--- src/rtl/xfer_ctrl_pkg.sv ---
// Shared types and constants for the transfer-register strobe sequencer.
package xfer_ctrl_pkg;

    localparam int MAX_REGS = 16;

    // Strobes are active low, so the quiescent vector is all ones.
    localparam logic [MAX_REGS-1:0] STROBE_IDLE = 16'hFFFF;

    typedef enum logic [1:0] {
        OP_MOVE    = 2'd0,
        OP_LOAD16  = 2'd1,
        OP_STORE16 = 2'd2,
        OP_ADDR    = 2'd3
    } op_e;

    typedef enum logic [1:0] {
        ST_IDLE = 2'd0,
        ST_PH1  = 2'd1,
        ST_PH2  = 2'd2
    } state_e;

endpackage

--- src/rtl/xfer_ctrl_if.sv ---
// Command handshake and per-register strobe bundle between decode and the register bank.
interface xfer_ctrl_if #(
    parameter int NUM_REGS = 4,
    parameter int SEL_W    = $clog2(NUM_REGS)
) ();
    import xfer_ctrl_pkg::*;

    logic                cmd_valid;
    logic                cmd_ready;
    op_e                 cmd_op;
    logic [SEL_W-1:0]    cmd_src;
    logic [SEL_W-1:0]    cmd_dst;
    logic                done;
    logic                err;
    logic [NUM_REGS-1:0] assert_xfer_n;
    logic [NUM_REGS-1:0] load_xfer_n;
    logic [NUM_REGS-1:0] assert_addr_n;
    logic [NUM_REGS-1:0] assertlow_main_n;
    logic [NUM_REGS-1:0] asserthigh_main_n;
    logic [NUM_REGS-1:0] loadlow_main_n;
    logic [NUM_REGS-1:0] loadhigh_main_n;

    modport master (
        output cmd_valid, cmd_op, cmd_src, cmd_dst,
        input  cmd_ready, done, err,
        input  assert_xfer_n, load_xfer_n, assert_addr_n,
        input  assertlow_main_n, asserthigh_main_n, loadlow_main_n, loadhigh_main_n
    );

    modport slave (
        input  cmd_valid, cmd_op, cmd_src, cmd_dst,
        output cmd_ready, done, err,
        output assert_xfer_n, load_xfer_n, assert_addr_n,
        output assertlow_main_n, asserthigh_main_n, loadlow_main_n, loadhigh_main_n
    );

endinterface

--- src/rtl/xfer_strobe_dec.sv ---
// Active-low one-hot decoder for one strobe kind; indices at or above NUM_REGS select nothing.
module xfer_strobe_dec
    import xfer_ctrl_pkg::*;
#(
    parameter int NUM_REGS = 4,
    parameter int SEL_W    = $clog2(NUM_REGS)
) (
    input  logic                en,
    input  logic [SEL_W-1:0]    idx,
    output logic [NUM_REGS-1:0] strobe_n
);

    for (genvar i = 0; i < NUM_REGS; i++) begin : g_bit
        assign strobe_n[i] = (en && (idx == SEL_W'(i))) ? 1'b0 : STROBE_IDLE[i];
    end

endmodule

--- src/rtl/xfer_ctrl.sv ---
// Transfer-register strobe sequencer: one command at a time, one or two strobe phases.
// Optional XFER_CTRL_ERR_EN rejects self-moves and out-of-range indices with an err pulse.
module xfer_ctrl
    import xfer_ctrl_pkg::*;
#(
    parameter int NUM_REGS = 4,
    parameter int SEL_W    = $clog2(NUM_REGS)
) (
    input  logic        clk,
    input  logic        rst_n,
    xfer_ctrl_if.slave  bus
);

    state_e           state_r;
    state_e           state_s;
    op_e              op_r;
    logic [SEL_W-1:0] src_r;
    logic [SEL_W-1:0] dst_r;
    logic             accept_s;
    logic             reject_s;
    logic             ph1_s;
    logic             ph2_s;

`ifdef XFER_CTRL_ERR_EN
    logic err_r;

    function automatic logic idx_bad(input logic [SEL_W-1:0] idx);
        return ({1'b0, idx} >= (SEL_W+1)'(NUM_REGS));
    endfunction

    // Classify the presented command; only the indices the op actually uses are checked.
    always_comb begin
        reject_s = 1'b0;
        case (bus.cmd_op)
            OP_MOVE:    reject_s = (bus.cmd_src == bus.cmd_dst) || idx_bad(bus.cmd_src)
                                   || idx_bad(bus.cmd_dst);
            OP_LOAD16:  reject_s = idx_bad(bus.cmd_dst);
            OP_STORE16: reject_s = idx_bad(bus.cmd_src);
            OP_ADDR:    reject_s = idx_bad(bus.cmd_src);
            default:    reject_s = 1'b0;
        endcase
    end

    // Rejected commands are consumed in IDLE and reported one cycle later.
    always_ff @(posedge clk or negedge rst_n) begin
        if (!rst_n) begin
            err_r <= 1'b0;
        end else begin
            err_r <= (state_r == ST_IDLE) && bus.cmd_valid && reject_s;
        end
    end

    assign bus.err = err_r;
`else
    assign reject_s = 1'b0;
    assign bus.err  = 1'b0;
`endif

    // State register.
    always_ff @(posedge clk or negedge rst_n) begin
        if (!rst_n) begin
            state_r <= ST_IDLE;
        end else begin
            state_r <= state_s;
        end
    end

    // Next-state logic; the two-phase ops are the only path through PH2.
    always_comb begin
        state_s  = state_r;
        accept_s = 1'b0;
        case (state_r)
            ST_IDLE: begin
                if (bus.cmd_valid && !reject_s) begin
                    accept_s = 1'b1;
                    state_s  = ST_PH1;
                end else begin
                    state_s  = ST_IDLE;
                end
            end
            ST_PH1: begin
                if ((op_r == OP_LOAD16) || (op_r == OP_STORE16)) begin
                    state_s = ST_PH2;
                end else begin
                    state_s = ST_IDLE;
                end
            end
            ST_PH2:  state_s = ST_IDLE;
            default: state_s = ST_IDLE;
        endcase
    end

    // Command capture; strobes decode only from these registered fields.
    always_ff @(posedge clk or negedge rst_n) begin
        if (!rst_n) begin
            op_r  <= OP_MOVE;
            src_r <= '0;
            dst_r <= '0;
        end else if (accept_s) begin
            op_r  <= bus.cmd_op;
            src_r <= bus.cmd_src;
            dst_r <= bus.cmd_dst;
        end else begin
            op_r  <= op_r;
            src_r <= src_r;
            dst_r <= dst_r;
        end
    end

    assign ph1_s         = (state_r == ST_PH1);
    assign ph2_s         = (state_r == ST_PH2);
    assign bus.cmd_ready = (state_r == ST_IDLE);
    assign bus.done      = (ph1_s && ((op_r == OP_MOVE) || (op_r == OP_ADDR))) || ph2_s;

    xfer_strobe_dec #(.NUM_REGS(NUM_REGS), .SEL_W(SEL_W)) u_dec_assert_xfer (
        .en(ph1_s && (op_r == OP_MOVE)), .idx(src_r), .strobe_n(bus.assert_xfer_n));
    xfer_strobe_dec #(.NUM_REGS(NUM_REGS), .SEL_W(SEL_W)) u_dec_load_xfer (
        .en(ph1_s && (op_r == OP_MOVE)), .idx(dst_r), .strobe_n(bus.load_xfer_n));
    xfer_strobe_dec #(.NUM_REGS(NUM_REGS), .SEL_W(SEL_W)) u_dec_assert_addr (
        .en(ph1_s && (op_r == OP_ADDR)), .idx(src_r), .strobe_n(bus.assert_addr_n));
    xfer_strobe_dec #(.NUM_REGS(NUM_REGS), .SEL_W(SEL_W)) u_dec_assertlow (
        .en(ph1_s && (op_r == OP_STORE16)), .idx(src_r), .strobe_n(bus.assertlow_main_n));
    xfer_strobe_dec #(.NUM_REGS(NUM_REGS), .SEL_W(SEL_W)) u_dec_asserthigh (
        .en(ph2_s && (op_r == OP_STORE16)), .idx(src_r), .strobe_n(bus.asserthigh_main_n));
    xfer_strobe_dec #(.NUM_REGS(NUM_REGS), .SEL_W(SEL_W)) u_dec_loadlow (
        .en(ph1_s && (op_r == OP_LOAD16)), .idx(dst_r), .strobe_n(bus.loadlow_main_n));
    xfer_strobe_dec #(.NUM_REGS(NUM_REGS), .SEL_W(SEL_W)) u_dec_loadhigh (
        .en(ph2_s && (op_r == OP_LOAD16)), .idx(dst_r), .strobe_n(bus.loadhigh_main_n));

endmodule

--- src/flat_wrapper.sv ---
// flat-port wrapper written by rule: the top's interface ports become plain ports
module xfer_ctrl_flat import xfer_ctrl_pkg::*;
#(
    parameter int NUM_REGS = 4,
    parameter int SEL_W    = $clog2(NUM_REGS)
)
  (clk, rst_n, bus_cmd_valid, bus_cmd_op, bus_cmd_src, bus_cmd_dst, bus_cmd_ready, bus_done, bus_err, bus_assert_xfer_n, bus_load_xfer_n, bus_assert_addr_n, bus_assertlow_main_n, bus_asserthigh_main_n, bus_loadlow_main_n, bus_loadhigh_main_n);
  xfer_ctrl_if #(.NUM_REGS(NUM_REGS), .SEL_W(SEL_W)) bus_i ();
  input  logic clk;
  input  logic rst_n;
  input wire logic [$bits(bus_i.cmd_valid)-1:0] bus_cmd_valid;
  input wire logic [$bits(bus_i.cmd_op)-1:0] bus_cmd_op;
  input wire logic [$bits(bus_i.cmd_src)-1:0] bus_cmd_src;
  input wire logic [$bits(bus_i.cmd_dst)-1:0] bus_cmd_dst;
  output wire logic [$bits(bus_i.cmd_ready)-1:0] bus_cmd_ready;
  output wire logic [$bits(bus_i.done)-1:0] bus_done;
  output wire logic [$bits(bus_i.err)-1:0] bus_err;
  output wire logic [$bits(bus_i.assert_xfer_n)-1:0] bus_assert_xfer_n;
  output wire logic [$bits(bus_i.load_xfer_n)-1:0] bus_load_xfer_n;
  output wire logic [$bits(bus_i.assert_addr_n)-1:0] bus_assert_addr_n;
  output wire logic [$bits(bus_i.assertlow_main_n)-1:0] bus_assertlow_main_n;
  output wire logic [$bits(bus_i.asserthigh_main_n)-1:0] bus_asserthigh_main_n;
  output wire logic [$bits(bus_i.loadlow_main_n)-1:0] bus_loadlow_main_n;
  output wire logic [$bits(bus_i.loadhigh_main_n)-1:0] bus_loadhigh_main_n;
  assign bus_i.cmd_valid = bus_cmd_valid;
  assign bus_i.cmd_op = bus_cmd_op;
  assign bus_i.cmd_src = bus_cmd_src;
  assign bus_i.cmd_dst = bus_cmd_dst;
  assign bus_cmd_ready = bus_i.cmd_ready;
  assign bus_done = bus_i.done;
  assign bus_err = bus_i.err;
  assign bus_assert_xfer_n = bus_i.assert_xfer_n;
  assign bus_load_xfer_n = bus_i.load_xfer_n;
  assign bus_assert_addr_n = bus_i.assert_addr_n;
  assign bus_assertlow_main_n = bus_i.assertlow_main_n;
  assign bus_asserthigh_main_n = bus_i.asserthigh_main_n;
  assign bus_loadlow_main_n = bus_i.loadlow_main_n;
  assign bus_loadhigh_main_n = bus_i.loadhigh_main_n;
  xfer_ctrl #(.NUM_REGS(NUM_REGS), .SEL_W(SEL_W)) u_core (.clk(clk), .rst_n(rst_n), .bus(bus_i));
endmodule
--- config.mk ---
export PLATFORM = sky130hd
export DESIGN_NAME = xfer_ctrl_flat
export DESIGN_NICKNAME = d
export VERILOG_FILES = /design/src/rtl/xfer_ctrl_pkg.sv /design/src/rtl/xfer_ctrl_if.sv /design/src/rtl/xfer_strobe_dec.sv /design/src/rtl/xfer_ctrl.sv /design/src/flat_wrapper.sv
export SDC_FILE = /design/constraint.sdc
export NUM_CORES = 1
export LEC_CHECK = 0
export CORE_UTILIZATION = 37
export DETAILED_ROUTE_END_ITERATION = 10
export GPL_TIMING_DRIVEN = 0
export PLACE_DENSITY = 0.83
export SLEW_MARGIN = 20
export SYNTH_ARGS = -nofsm -noshare
export SYNTH_HDL_FRONTEND = slang
export SYNTH_SLANG_ARGS = --single-unit
--- constraint.sdc ---
create_clock -name clk -period 2.4 [get_ports clk]
set_clock_uncertainty 0.15 [all_clocks]
set_input_delay 0.48 -clock clk [delete_from_list [all_inputs] [get_ports clk]]
set_output_delay 0.48 -clock clk [all_outputs]
set_load 0.005 [all_outputs]
==> impl_results.md <==
- Status: finished clean
- Most used DFF post-synth: dfrtp_1
- DIE HEIGHT: 42.1 um
- Chip Width: around 42 um
- Synthesis-stage register bit count: 8
- Yosys warns: 0
- Synth cell count leaders: 15 x nand3_1, 9 x nand2_1, 8 x dfrtp_1
- Clock-pin slew of the registers on the worst-case setup and hold paths: 0.05 ns
- Initial DRC Count: 10
- Critical Path AT: 1.70 ns
- Final setup fails: 0
- # IOs: 40
- Post-synth EDFFs: 0
- Worst hold path type: in -> async
- Final #Nets: roughly 130
- Initial antenna violation count: 0
- # DRC: 0
- Clk Tree Root Cell: clkbuf_4
- Max Cap Violations: 0
- Worst-path fanout max: 4
- Area growth, synth to finish: 82.1%
- Htree depth: 1
- Syn Std Cell Area: roughly 600 um^2
- Worst skew pair latency: 0.25 ns
- Fin. max-slew vios: 0
- Mapped Nets: between 80 and 90
- PD cells: roughly 930 mW/mm^2
- Critical path launch point type: register
- Hold_ws: roughly 0.35 ns
- Crit end category: primary output
- Total CTS buffers: 3
- Wire length per cell: 11.7 um
- Total core area: between 0.0015 and 0.002 mm^2
- Critical R2R Launch: u_core.state_r[0]
- Fraction of layout cells with a size suffix above 1: around a quarter
- Yosys top cell area share: 33.7%
- Compound-Gate Fraction of Synth Area: under 10%
- Initial core utilization: 39.5%
- Vias in the first global route: 599
- Sum of negative setup slack: 0 ns
- Fin crit share: 97.0%
- Port bufs: 38
- Layout Utilization: 71.8%
- Largest net degree at the start of global routing: 11
- Post-DR vias/cell: 5.17
- Tmin final: 2.33 ns
- Routed WL: 1520 um
- Yosys top cell by area: dfrtp_1
- Total gr overflow: 0
- VDD IR max: between 600 and 700 uV
- Worst setup startpoint: u_core.op_r[1]
- Mapped Cells: 68
- Fmax: 429 MHz
- Hold Fails Final Rpt: 0
- Top post-synthesis cells by area: dfrtp_1 34%, nand3_1 13%, mux2_2 11%, ha_1 8.4%, nand2_1 5.7%
- Post-Synth Adder-Cell Area: 8.42%
- # rows: 14
- DP HPWL: around 1200 um
- Syn Area/Cell: between 8 and 9 um^2
- DRT antenna net count: 0
- Synth Area in XOR/XNOR: 0%
- Worst-case clock buffer depth: 2
- Die area: around 0.0018 mm^2
- Post-synthesis cell type count: 18
- Simple-gate share of the synthesized area: 39.2%
- Clock sinks: 8
- CP required: ~1.8 ns
- Async SR Flop Fraction: 100%
- Most frequent cell after synthesis: nand3_1
- Sequential cell area fraction in the yosys report: roughly a third
- Number of antenna diodes: 0
- Placer Congestion: between 0.7 and 0.8
- First-pass GRT wire length: 2500 um
- Drt first pass iters: 4
- Mux cell area share after synthesis: between 10% and 20%
- Leak: approximately 0.44 nW
- Combinational family with the most area after synthesis: simple AND/OR/NAND/NOR gates
- Crit Path Class: reg -> out
- Total track usage: 18.7%
- DR vias: ~670
- CTS tree: yes
==> sequential cells by signal, indices dropped and copies added (netlist names) <==
signal and count:
u_core.src_r 2, u_core.state_r 2, u_core.dst_r 2, u_core.op_r 2
==> worst paths after layout <==
| check | endpoint | cells after the start | slack [ns] |
|---|---|---|---|
| worst max register to register | u_core.op_r[0] | 2 | 0.94 |
| max in group asynchronous | u_core.state_r[0] | 1 | 1.49 |
| worst min-delay path | u_core.op_r[1] | 1 | 0.35 |
| worst max-delay path | bus_assert_addr_n[3] | 5 | 0.07 |
| worst min register to register | u_core.state_r[0] | 1 | 0.40 |
| min in group clk | u_core.state_r[0] | 1 | 0.40 |
==> power by group <==
group	internal [W]	switching [W]	leakage, nW
Combinational	0.000339	0.000256	0.332
Clock	0.0000568	0.0000395	0.0138
Sequential	0.000206	0.000112	0.0922
Total	0.000602	0.000407	0.438
==> routing by layer <==
| metal | global-route usage [%] | wire [um] |
|---|---|---|
| met5 | 0 | 0 |
| met4 | 11.3 | 25 |
| met2 | 32.2 | 796 |
| met3 | 2.59 | 83 |
| met1 | 22.0 | 610 |
==> worst max-delay path, cell delays in order, from the launching register on <==
cell	delay (ns)
dfrtp_1	0.38
buf_4	0.14
buf_4	0.12
ha_1	0.22
nand4_1	0.09
clkdlybuf4s50_1	0.50
==> area by class of cell <==
type | count | area (um^2)
Multi-Input combinational cell | 53 | 374
Tap cell | 16 | 20.0
Clock buffer | 3 | 22.5
Sequential cell | 8 | 204
Inverter | 3 | 11.3
Fill cell | 126 | 424
Buffer | 2 | 15.0
Timing Repair Buffer | 45 | 435
==> metrics by stage <==
stage	power (W)	instance area (um^2)	std cells	setup slack, ns
floorplan	0.000610	594	68	0.744
global placement	0.000807	995	122	0.192
detailed placement	0.000825	995	122	0.137
CTS	0.000975	1040	128	0.0127
global route	0.00109	1080	130	-0.00293
finish	0.00101	1080	130	0.0712
==> layout by cell type, fill, tap and decap left out <==
master           instances
a21o_1                   1
and2_1                   1
and2b_2                  2
and3b_2                  2
buf_4                    9
clkbuf_4                 3
clkdlybuf4s50_1         31
conb_1                   1
dfrtp_1                  5
dfrtp_2                  3
dlygate4sd2_1            4
dlymetal6s2s_1           3
ha_1                     3
ha_4                     1
inv_1                    2
inv_2                    1
mux2_2                   6
nand2_1                  9
nand3_1                 15
nand4_1                  4
nor2_1                   3
nor2b_1                  4
nor3b_4                  1
==> cells by family after synthesis <==
group,after synthesis
adder cells (fa/ha/maj),4
flip-flops,8
multiplexers,6
AND/OR/NAND/NOR,41
AO/OA/AOI/OAI,1
buffers and inverters,7
other,1
==> timing repair <==
action,in CTS,in global routing
hold buffers,0,0
setup buffers,5,2
resized for setup,6,9
pin swaps,0,1
setup endpoints to repair,16,18
Note: power is estimated with default switching activity, not from simulation.
